--- src/rtl/sys_reg_node_if.sv ---
// sys_reg_node_if: read-strobe / broadcast-write bus between the dispatcher
// (master) and a system-register leaf node (slave).
interface sys_reg_node_if #(
   parameter int REG_WIDTH = 64
);
   logic                 rd_en;
   logic [2:0]           rd_regnum;
   logic [1:0]           rd_plevel;
   logic                 rd_valid;
   logic [REG_WIDTH-1:0] rd_val;
   logic                 rd_fault;
   logic                 wr_en;
   logic [4:0]           wr_group;
   logic [2:0]           wr_regnum;
   logic [1:0]           wr_plevel;
   logic [REG_WIDTH-1:0] wr_val;
   logic                 wr_ack;
   logic                 wr_fault;
   logic                 timer_irq;

   modport master (
      output rd_en, rd_regnum, rd_plevel,
      output wr_en, wr_group, wr_regnum, wr_plevel, wr_val,
      input  rd_valid, rd_val, rd_fault, wr_ack, wr_fault, timer_irq
   );

   modport slave (
      input  rd_en, rd_regnum, rd_plevel,
      input  wr_en, wr_group, wr_regnum, wr_plevel, wr_val,
      output rd_valid, rd_val, rd_fault, wr_ack, wr_fault, timer_irq
   );
endinterface

--- src/rtl/sys_reg_node.sv ---
// sys_reg_node: leaf of the system-register star bus. Owns one group of
// eight slots: free-running CYCLE counter, two scratch registers, CTRL and
// (optionally) a compare timer with level interrupt. Privilege is checked
// per register; reserved slots answer with a fault.
// Build option: define SYS_REG_NODE_TIMER_EN to implement TIMECMP,
// STATUS.pend, CTRL.ie and timer_irq; otherwise slots 3/4 are reserved.
module sys_reg_node #(
   parameter int REG_WIDTH = 64,
   parameter int GROUP_ID  = 10
) (
   input logic           clk,
   input logic           rst,
   sys_reg_node_if.slave bus
);
   localparam logic [4:0] GRP = 5'(GROUP_ID);

   logic [REG_WIDTH-1:0] cycle_q, scratch0_q, scratch1_q;
   logic                 cen_q;
`ifdef SYS_REG_NODE_TIMER_EN
   localparam logic [REG_WIDTH-1:0] ONES = '1;
   logic [REG_WIDTH-1:0] timecmp_q;
   logic                 pend_q, ie_q, pend_set;
   logic                 we_timecmp, we_status;
`endif

   logic                 wr_hit, wr_ok, wr_acc, rd_ok;
   logic                 we_cycle, we_s0, we_s1, we_ctrl;
   logic [REG_WIDTH-1:0] rd_data;

   logic                 rd_valid_q, rd_fault_q, wr_ack_q, wr_fault_q;
   logic [REG_WIDTH-1:0] rd_val_q;

   // Minimum privilege per slot; reserved slots never pass.
   function automatic logic priv_ok(input logic [2:0] regnum,
                                    input logic [1:0] pl,
                                    input logic       is_wr);
      logic ok;
      ok = 1'b0;
      case (regnum)
         3'd0:       ok = is_wr ? (pl == 2'd3) : 1'b1;
         3'd1, 3'd2: ok = (pl >= 2'd1);
         3'd5:       ok = (pl == 2'd3);
`ifdef SYS_REG_NODE_TIMER_EN
         3'd3:       ok = (pl == 2'd3);
         3'd4:       ok = (pl >= 2'd2);
`endif
         default:    ok = 1'b0;
      endcase
      return ok;
   endfunction

   assign wr_hit   = bus.wr_en && (bus.wr_group == GRP);
   assign wr_ok    = priv_ok(bus.wr_regnum, bus.wr_plevel, 1'b1);
   assign rd_ok    = priv_ok(bus.rd_regnum, bus.rd_plevel, 1'b0);
   assign wr_acc   = wr_hit && wr_ok;
   assign we_cycle = wr_acc && (bus.wr_regnum == 3'd0);
   assign we_s0    = wr_acc && (bus.wr_regnum == 3'd1);
   assign we_s1    = wr_acc && (bus.wr_regnum == 3'd2);
   assign we_ctrl  = wr_acc && (bus.wr_regnum == 3'd5);

   // Read mux over current (pre-edge) register state.
   always_comb begin
      rd_data = '0;
      case (bus.rd_regnum)
         3'd0: rd_data = cycle_q;
         3'd1: rd_data = scratch0_q;
         3'd2: rd_data = scratch1_q;
         3'd5: begin
            rd_data[0] = cen_q;
`ifdef SYS_REG_NODE_TIMER_EN
            rd_data[1] = ie_q;
`endif
         end
`ifdef SYS_REG_NODE_TIMER_EN
         3'd3: rd_data = timecmp_q;
         3'd4: rd_data[0] = pend_q;
`endif
         default: rd_data = '0;
      endcase
   end

   // Cycle counter: a write overrides that cycle's increment; wraps naturally.
   always_ff @(posedge clk or posedge rst) begin
      if (rst)           cycle_q <= '0;
      else if (we_cycle) cycle_q <= bus.wr_val;
      else if (cen_q)    cycle_q <= cycle_q + REG_WIDTH'(1);
   end

   // Scratch registers.
   always_ff @(posedge clk or posedge rst) begin
      if (rst) begin
         scratch0_q <= '0;
         scratch1_q <= '0;
      end else begin
         if (we_s0) scratch0_q <= bus.wr_val;
         if (we_s1) scratch1_q <= bus.wr_val;
      end
   end

   // CTRL: only cen (and ie when the timer exists) are stored.
   always_ff @(posedge clk or posedge rst) begin
      if (rst)          cen_q <= 1'b1;
      else if (we_ctrl) cen_q <= bus.wr_val[0];
   end

`ifdef SYS_REG_NODE_TIMER_EN
   assign we_timecmp = wr_acc && (bus.wr_regnum == 3'd3);
   assign we_status  = wr_acc && (bus.wr_regnum == 3'd4);
   assign pend_set   = cen_q && (cycle_q >= timecmp_q);

   // Timer state: compare value, interrupt enable, pend (set beats W1C).
   always_ff @(posedge clk or posedge rst) begin
      if (rst) begin
         timecmp_q <= ONES;
         ie_q      <= 1'b0;
         pend_q    <= 1'b0;
      end else begin
         if (we_timecmp) timecmp_q <= bus.wr_val;
         if (we_ctrl)    ie_q      <= bus.wr_val[1];
         if (pend_set)                          pend_q <= 1'b1;
         else if (we_status && bus.wr_val[0])   pend_q <= 1'b0;
      end
   end

   assign bus.timer_irq = pend_q & ie_q;
`else
   assign bus.timer_irq = 1'b0;
`endif

   // One-cycle registered responses; data forced to 0 on fault or idle.
   always_ff @(posedge clk or posedge rst) begin
      if (rst) begin
         rd_valid_q <= 1'b0;
         rd_val_q   <= '0;
         rd_fault_q <= 1'b0;
         wr_ack_q   <= 1'b0;
         wr_fault_q <= 1'b0;
      end else begin
         rd_valid_q <= bus.rd_en;
         rd_val_q   <= (bus.rd_en && rd_ok) ? rd_data : '0;
         rd_fault_q <= bus.rd_en && !rd_ok;
         wr_ack_q   <= wr_hit;
         wr_fault_q <= wr_hit && !wr_ok;
      end
   end

   assign bus.rd_valid = rd_valid_q;
   assign bus.rd_val   = rd_val_q;
   assign bus.rd_fault = rd_fault_q;
   assign bus.wr_ack   = wr_ack_q;
   assign bus.wr_fault = wr_fault_q;
endmodule

--- src/flat_wrapper.sv ---
// flat-port wrapper written by rule: the top's interface ports become plain ports
module sys_reg_node_flat 
#(
   parameter int REG_WIDTH = 64,
   parameter int GROUP_ID  = 10
)
  (clk, rst, bus_rd_en, bus_rd_regnum, bus_rd_plevel, bus_wr_en, bus_wr_group, bus_wr_regnum, bus_wr_plevel, bus_wr_val, bus_rd_valid, bus_rd_val, bus_rd_fault, bus_wr_ack, bus_wr_fault, bus_timer_irq);
  sys_reg_node_if #(.REG_WIDTH(REG_WIDTH)) bus_i ();
  input logic clk;
  input logic rst;
  input wire logic [$bits(bus_i.rd_en)-1:0] bus_rd_en;
  input wire logic [$bits(bus_i.rd_regnum)-1:0] bus_rd_regnum;
  input wire logic [$bits(bus_i.rd_plevel)-1:0] bus_rd_plevel;
  input wire logic [$bits(bus_i.wr_en)-1:0] bus_wr_en;
  input wire logic [$bits(bus_i.wr_group)-1:0] bus_wr_group;
  input wire logic [$bits(bus_i.wr_regnum)-1:0] bus_wr_regnum;
  input wire logic [$bits(bus_i.wr_plevel)-1:0] bus_wr_plevel;
  input wire logic [$bits(bus_i.wr_val)-1:0] bus_wr_val;
  output wire logic [$bits(bus_i.rd_valid)-1:0] bus_rd_valid;
  output wire logic [$bits(bus_i.rd_val)-1:0] bus_rd_val;
  output wire logic [$bits(bus_i.rd_fault)-1:0] bus_rd_fault;
  output wire logic [$bits(bus_i.wr_ack)-1:0] bus_wr_ack;
  output wire logic [$bits(bus_i.wr_fault)-1:0] bus_wr_fault;
  output wire logic [$bits(bus_i.timer_irq)-1:0] bus_timer_irq;
  assign bus_i.rd_en = bus_rd_en;
  assign bus_i.rd_regnum = bus_rd_regnum;
  assign bus_i.rd_plevel = bus_rd_plevel;
  assign bus_i.wr_en = bus_wr_en;
  assign bus_i.wr_group = bus_wr_group;
  assign bus_i.wr_regnum = bus_wr_regnum;
  assign bus_i.wr_plevel = bus_wr_plevel;
  assign bus_i.wr_val = bus_wr_val;
  assign bus_rd_valid = bus_i.rd_valid;
  assign bus_rd_val = bus_i.rd_val;
  assign bus_rd_fault = bus_i.rd_fault;
  assign bus_wr_ack = bus_i.wr_ack;
  assign bus_wr_fault = bus_i.wr_fault;
  assign bus_timer_irq = bus_i.timer_irq;
  sys_reg_node #(.REG_WIDTH(REG_WIDTH), .GROUP_ID(GROUP_ID)) u_core (.clk(clk), .rst(rst), .bus(bus_i));
endmodule
--- config.mk ---
export PLATFORM = sky130hd
export DESIGN_NAME = sys_reg_node_flat
export DESIGN_NICKNAME = d
export VERILOG_FILES = /design/src/rtl/sys_reg_node_if.sv /design/src/rtl/sys_reg_node.sv /design/src/flat_wrapper.sv
export SDC_FILE = /design/constraint.sdc
export NUM_CORES = 1
export LEC_CHECK = 0
export ABC_CLOCK_PERIOD_IN_PS = 8200
export CAP_MARGIN = 0
export CORE_ASPECT_RATIO = 1.25
export CORE_MARGIN = 2
export CORE_UTILIZATION = 50
export CTS_BUF_LIST = sky130_fd_sc_hd__clkbuf_4 sky130_fd_sc_hd__clkbuf_8 sky130_fd_sc_hd__clkbuf_16
export DETAILED_ROUTE_END_ITERATION = 10
export HOLD_SLACK_MARGIN = 0.06
export PLACE_DENSITY = 0.76
export SLEW_MARGIN = 20
export SYNTH_ARGS = -nofsm -noshare
export SYNTH_HDL_FRONTEND = slang
export SYNTH_SLANG_ARGS = --single-unit
--- constraint.sdc ---
create_clock -name clk -period 8.2 [get_ports clk]
set_input_delay 1.64 -clock clk [delete_from_list [all_inputs] [get_ports clk]]
set_output_delay 1.64 -clock clk [all_outputs]
set_load 0.03 [all_outputs]
======== Word level (Yosys, flattened, before mapping) ========
Index checks and enable logic that the tools add are counted.
Widths: inputs -> output; s select.
storage, ports and cells
  bits in registers ....................... 261
  word-level logic and storage cells ...... 45
  output and inout port bits .............. 69
  bits of input ports ..................... 83
operators by class
  equality and inequality tests ........... 9
  multiplexer cells ....................... 7
  reduce and logical (&&, ||, !) cells .... 17
  add/sub/neg operators ................... 1
  magnitude comparators ................... 2
operator list
  cell                   number
  $mux 64                3
  $pmux 63 s3            1
  $add 64x1->64 const B  1
  $logic_and 1x1->1      9
  $eq 3x1->1 const B     2
  $eq 3x2->1 const B     2
  $eq 3x3->1 const B     2
  $logic_not 3->1        2
  $reduce_or 2->1        3
  $eq 5x4->1 const B     1
  $eq 2x2->1 const B     2
  $ge 2x1->1 const B     2
  $pmux 1 s4             1
  $pmux 1 s3             1
  $logic_not 1->1        2
  $pmux 1 s2             1
  $reduce_bool 2->1      1

======== Depth between registers and ports, before layout ========
  word-level depth ........................ 6
  gate-level depth with buffers ........... 10

======== Worst setup path before layout ========
No wires, ideal clock.
  path kind ............................... input to register
  start ................................... in bus_wr_group[4]
  end ..................................... reg u_core.scratch0_q[10]
  stages on the path ...................... 5
  setup slack ............................. 4.920 ns
  data required time ...................... 8.075 ns
  data arrival time ....................... 3.155 ns
  buffers on the path ..................... 1
  cells stage by stage .................... and4bb_1 nand3b_2 nor4_4 buf_2 mux2_2
on the way
  word-level cells in the longest chain between the ends .. 4
ends and longest elaborated chain
  item                  line                RTL
  from (decl)           flat_wrapper.sv:15  input wire logic [$bits(bus_i.wr_group)-1:0] bus_wr_group;
  $eq 5x4->1            sys_reg_node.sv:52  assign wr_hit = bus.wr_en && (bus.wr_group == GRP);
  $logic_and 1x1->1     sys_reg_node.sv:52
  $logic_and 1x1->1     sys_reg_node.sv:55  assign wr_acc = wr_hit && wr_ok;
  $logic_and 1x1->1     sys_reg_node.sv:57  assign we_s0 = wr_acc && (bus.wr_regnum == 3'd1);
  to (signal assigned)  sys_reg_node.sv:95  if (we_s0) scratch0_q <= bus.wr_val;
  to (decl)             sys_reg_node.sv:17  logic [REG_WIDTH-1:0] cycle_q, scratch0_q, scratch1_q;
Every way passes these cells.
A chain may end at the register's enable or synchronous reset.

======== Worst setup path in the final report ========
  start ................................... in bus_rd_regnum[1]
  end ..................................... reg u_core.rd_val_q[37] (netlist: u_core.bus.rd_val[37])
on the way
  word-level cells in the longest chain between the ends .. 5
  elaborated cells between the ends (all ways) .. 9
ends and longest elaborated chain
  item                                      line                                    RTL
  from (decl)                               flat_wrapper.sv:12                      input wire logic [$bits(bus_i.rd_regnum)-1:0] bus_rd_regnum;
  $eq 3x1->1 or $eq 3x2->1 (tied branches)  sys_reg_node.sv:39, sys_reg_node.sv:64
  $reduce_or 2->1                           sys_reg_node.sv:39                      case (regnum)
  $pmux 1 s3                                sys_reg_node.sv:39
  $logic_and 1x1->1                         sys_reg_node.sv:140                     rd_val_q <= (bus.rd_en && rd_ok) ? rd_data : '0;
  $mux 64 (*)                               sys_reg_node.sv:140
  to (signal assigned)                      sys_reg_node.sv:140
  to (decl)                                 sys_reg_node.sv:31                      logic [REG_WIDTH-1:0] rd_val_q;
Mark *: on every way between the ends. The rest lies on a longest branch, timed or not.

==> reports/results.ini <==
[detailed_routing]
dr.first_iter.drc_count=377
ant_nets=0
vias=8284
drt_pass1_iterations=5
wirelength_microns=26500
routed.top_layer=met5
wl_met2_microns=13900
post_drt_wl_per_cell_microns=17.7
drc=0
wl_met3_microns=1040
met1_length_microns=10800
routed_via_density=5.54

[layout]
fin_area_sq_um=14400
fin_cells=1495
layout_common_cells=260 x dfrtp_1, 205 x nor2_1, 148 x clkdlybuf4s50_1, 126 x a21oi_1, 124 x mux2_2
final_common_cell=dfrtp_1
drive_gt1_share_pct=16.9
finalNetCount=1270
synthToLayoutAreaGrowth_pct=21.5
fillers=1851

[grt]
grt_pass1_vias=8589
grt_pass1_wl_microns=43300
grt-ovfl-total=0
antenna_found_initial=2
grt_use_total_pct=21.5
grt_max_degree=176

[worst_setup_path]
worstSetupStartpoint=bus_rd_regnum[1]
rr_endpoint=u_core.cycle_q[54]$_DFFE_PP0P_
cp-endpoint=u_core.bus.rd_val[37]$_DFF_PP0_
worstPathRequired_ns=8.65
worstSetupEndpointType=flop
worstPathMaxFanout=45
startpoint_type=input port
r2r-start=u_core.cycle_q[0]$_DFFE_PP0P_
worst_ep_arrival_time_ns=4.32
crit_type=in -> reg
rrSetupSlack_ns=5.63
reg2reg_depth=7

[yosys]
postSynthAreaPerCell_sq_um=11.2
synth-seq-area-share_pct=55.2
synth_area_sq_um=11800
synthTopCellsByArea=dfrtp_1 55%, mux2_2 12%, nor2_1 6.5%, mux2i_1 5.4%, a21oi_1 5.3%
synth_seq_cells=261
synth_top_area_share_pct=55.0
yosys.area.top_type=dfrtp_1
synth_cell_types=45
synthCells=1060
synth_fp_nets=1144
yosys_warnings=0

[cts]
htree_levels=1
clock_sink_count=261
clk_latency_ns=0.53
root_buffer=clkbuf_16
cts_resized=0
cts_buffers=26
cts_buffer_depth=3
clkTransAtPathRegs_ns=0.06
cts_setup_buffers=0
holdBufCountCts=0
cts_tree=built

[power_and_ir_drop]
p_int_w=0.00220
p_per_area_nw_per_um2=207
switching_share_pct=26.0
switchingPower_w=0.000771
max-vdd-ir-drop_v=0.000153
seq_power_share_pct=47.2
p_comb_share_pct=12.8
leakage_nw=6.55
p_clk_share_pct=40.0

[flow_run]
max_cap_violations=0

[placed_design]
routabilityCongestion=0.797
dpl-instance-area_sq_um=13500
place_hpwl_microns=16800
dpl.cell_count=1446
io_buffers=150

[sta]
fin_crit_sh_pct=47.3
maxSlewHeadroom_pct=35.2
finClkSkew_ns=0.0101
final-hold-violation-count=0
tightest_slew_ns=0.971
rsz0062_at_grt=false
max_freq_mhz=258
holdWs_ns=0.488
timing.setup.tns_ns=0
slew_violations=0
setup_viol=0
finalWorstPathRequiredPeriod_ns=3.87

[hold_path]
hold_path.class=reg -> reg

[status]
outcome=finished, final reports clean

[floorplan]
die_area_sq_um=24900
core_sq_um=23100
rows=62
io_pins=152
chipHeight_microns=176
initial_core_util_pct=51.1
fp.dieW_microns=142

-- per-stage QoR --
stage | utilization (%) | setup WS [ns] | total power, W
after global placement | 58.3 | 3.84 | 0.00179
final | 62.1 | 4.33 | 0.00297
after CTS | 62.1 | 4.36 | 0.00300
after detailed placement | 58.3 | 3.78 | 0.00180
after floorplan | - | 3.12 | 0.00167
after global routing | 62.1 | 4.19 | 0.00309
-- final cells by class --
type,count,area [sq um],area share (%)
repair buffers,160,1580,11.0
inverters,11,45.0,0.314
well taps,288,360,2.51
flip-flops and latches,261,6530,45.5
multi-input cells,726,4970,34.6
clock buffers,35,773,5.38
clock inverters,13,98.8,0.688
diodes,1,2.50,0.0174
-- synthesized netlist by cell type, drive strengths merged --
cell and instances:
a211o 1, a21oi 126, a221oi 1, a22oi 1
a31oi 2, and2 5, and3 8, and4 7
and4bb 1, buf 35, clkbuf 27, conb 1
dfrtp 260, dfstp 1, ha 1, inv 11
mux2 131, mux2i 64, nand2 25, nand2b 1
nand3 22, nand3b 2, nand4 17, nor2 205
nor2b 3, nor3 18, nor4 13, o21ai 3
o21bai 1, or3 1, or4 2, xnor2 40
xor2 24
-- layer usage --
| metal | up-vias | global-route usage, % |
|---|---|---|
| li1 | 3901 | - |
| met1 | 4139 | 26.3 |
| met2 | 188 | 39.6 |
| met3 | 54 | 2.50 |
| met4 | 2 | 6.75 |
| met5 | - | 0 |
-- logic make-up (layout without fill, tap and decap cells) --
group           after synthesis  in the layout  share of synthesized area, %
buf+inv                      73            219                          2.84
fa+ha+maj                     1              1                         0.106
flops                       261            261                          55.2
compound gates              135            135                          5.84
xor+xnor                     64             64                          4.74
mux                         195            195                          17.9
simple gates                330            330                          13.3
other cells                   1              2                        0.0317
-- worst min-delay path by stage --
stage / from / to / slack, ns / depth (start not counted)
floorplan: u_core.scratch0_q[7]$_DFFE_PP0P_ / u_core.scratch0_q[7]$_DFFE_PP0P_ / 0.46 / 1
global placement: u_core.scratch0_q[7]$_DFFE_PP0P_ / u_core.scratch0_q[7]$_DFFE_PP0P_ / 0.47 / 1
detailed placement: u_core.scratch1_q[23]$_DFFE_PP0P_ / u_core.scratch1_q[23]$_DFFE_PP0P_ / 0.48 / 1
CTS: u_core.scratch1_q[23]$_DFFE_PP0P_ / u_core.scratch1_q[23]$_DFFE_PP0P_ / 0.49 / 1
global route: u_core.scratch0_q[7]$_DFFE_PP0P_ / u_core.scratch0_q[7]$_DFFE_PP0P_ / 0.50 / 1
finish: u_core.scratch1_q[23]$_DFFE_PP0P_ / u_core.scratch1_q[23]$_DFFE_PP0P_ / 0.49 / 1
-- power groups by stage --
stage	combinational, W	clock, W	sequential, W
after detailed placement	0.000380	0	0.00142
after floorplan	0.000252	0	0.00142
after global routing	0.000420	0.00126	0.00141
after CTS	0.000383	0.00121	0.00140
final	0.000380	0.00119	0.00140
after global placement	0.000374	0	0.00142
-- worst max-delay path, stage by stage --
cell and delay [ns]:
buf_2 0.71, buf_4 0.43, nor2b_4 0.64, buf_4 0.53, a21oi_1 0.15, nor2_1 0.11
-- registers in the layout, indices dropped and copies added, names as in the netlist --
signal and flops:
u_core.bus.rd_val 64, u_core.scratch0_q 64, u_core.cen_q 1, u_core.bus.wr_ack 1, u_core.cycle_q 64, u_core.scratch1_q 64
u_core.bus.rd_fault 1, u_core.bus.wr_fault 1, u_core.bus.rd_valid 1
Power figures use the tool's default switching activity.
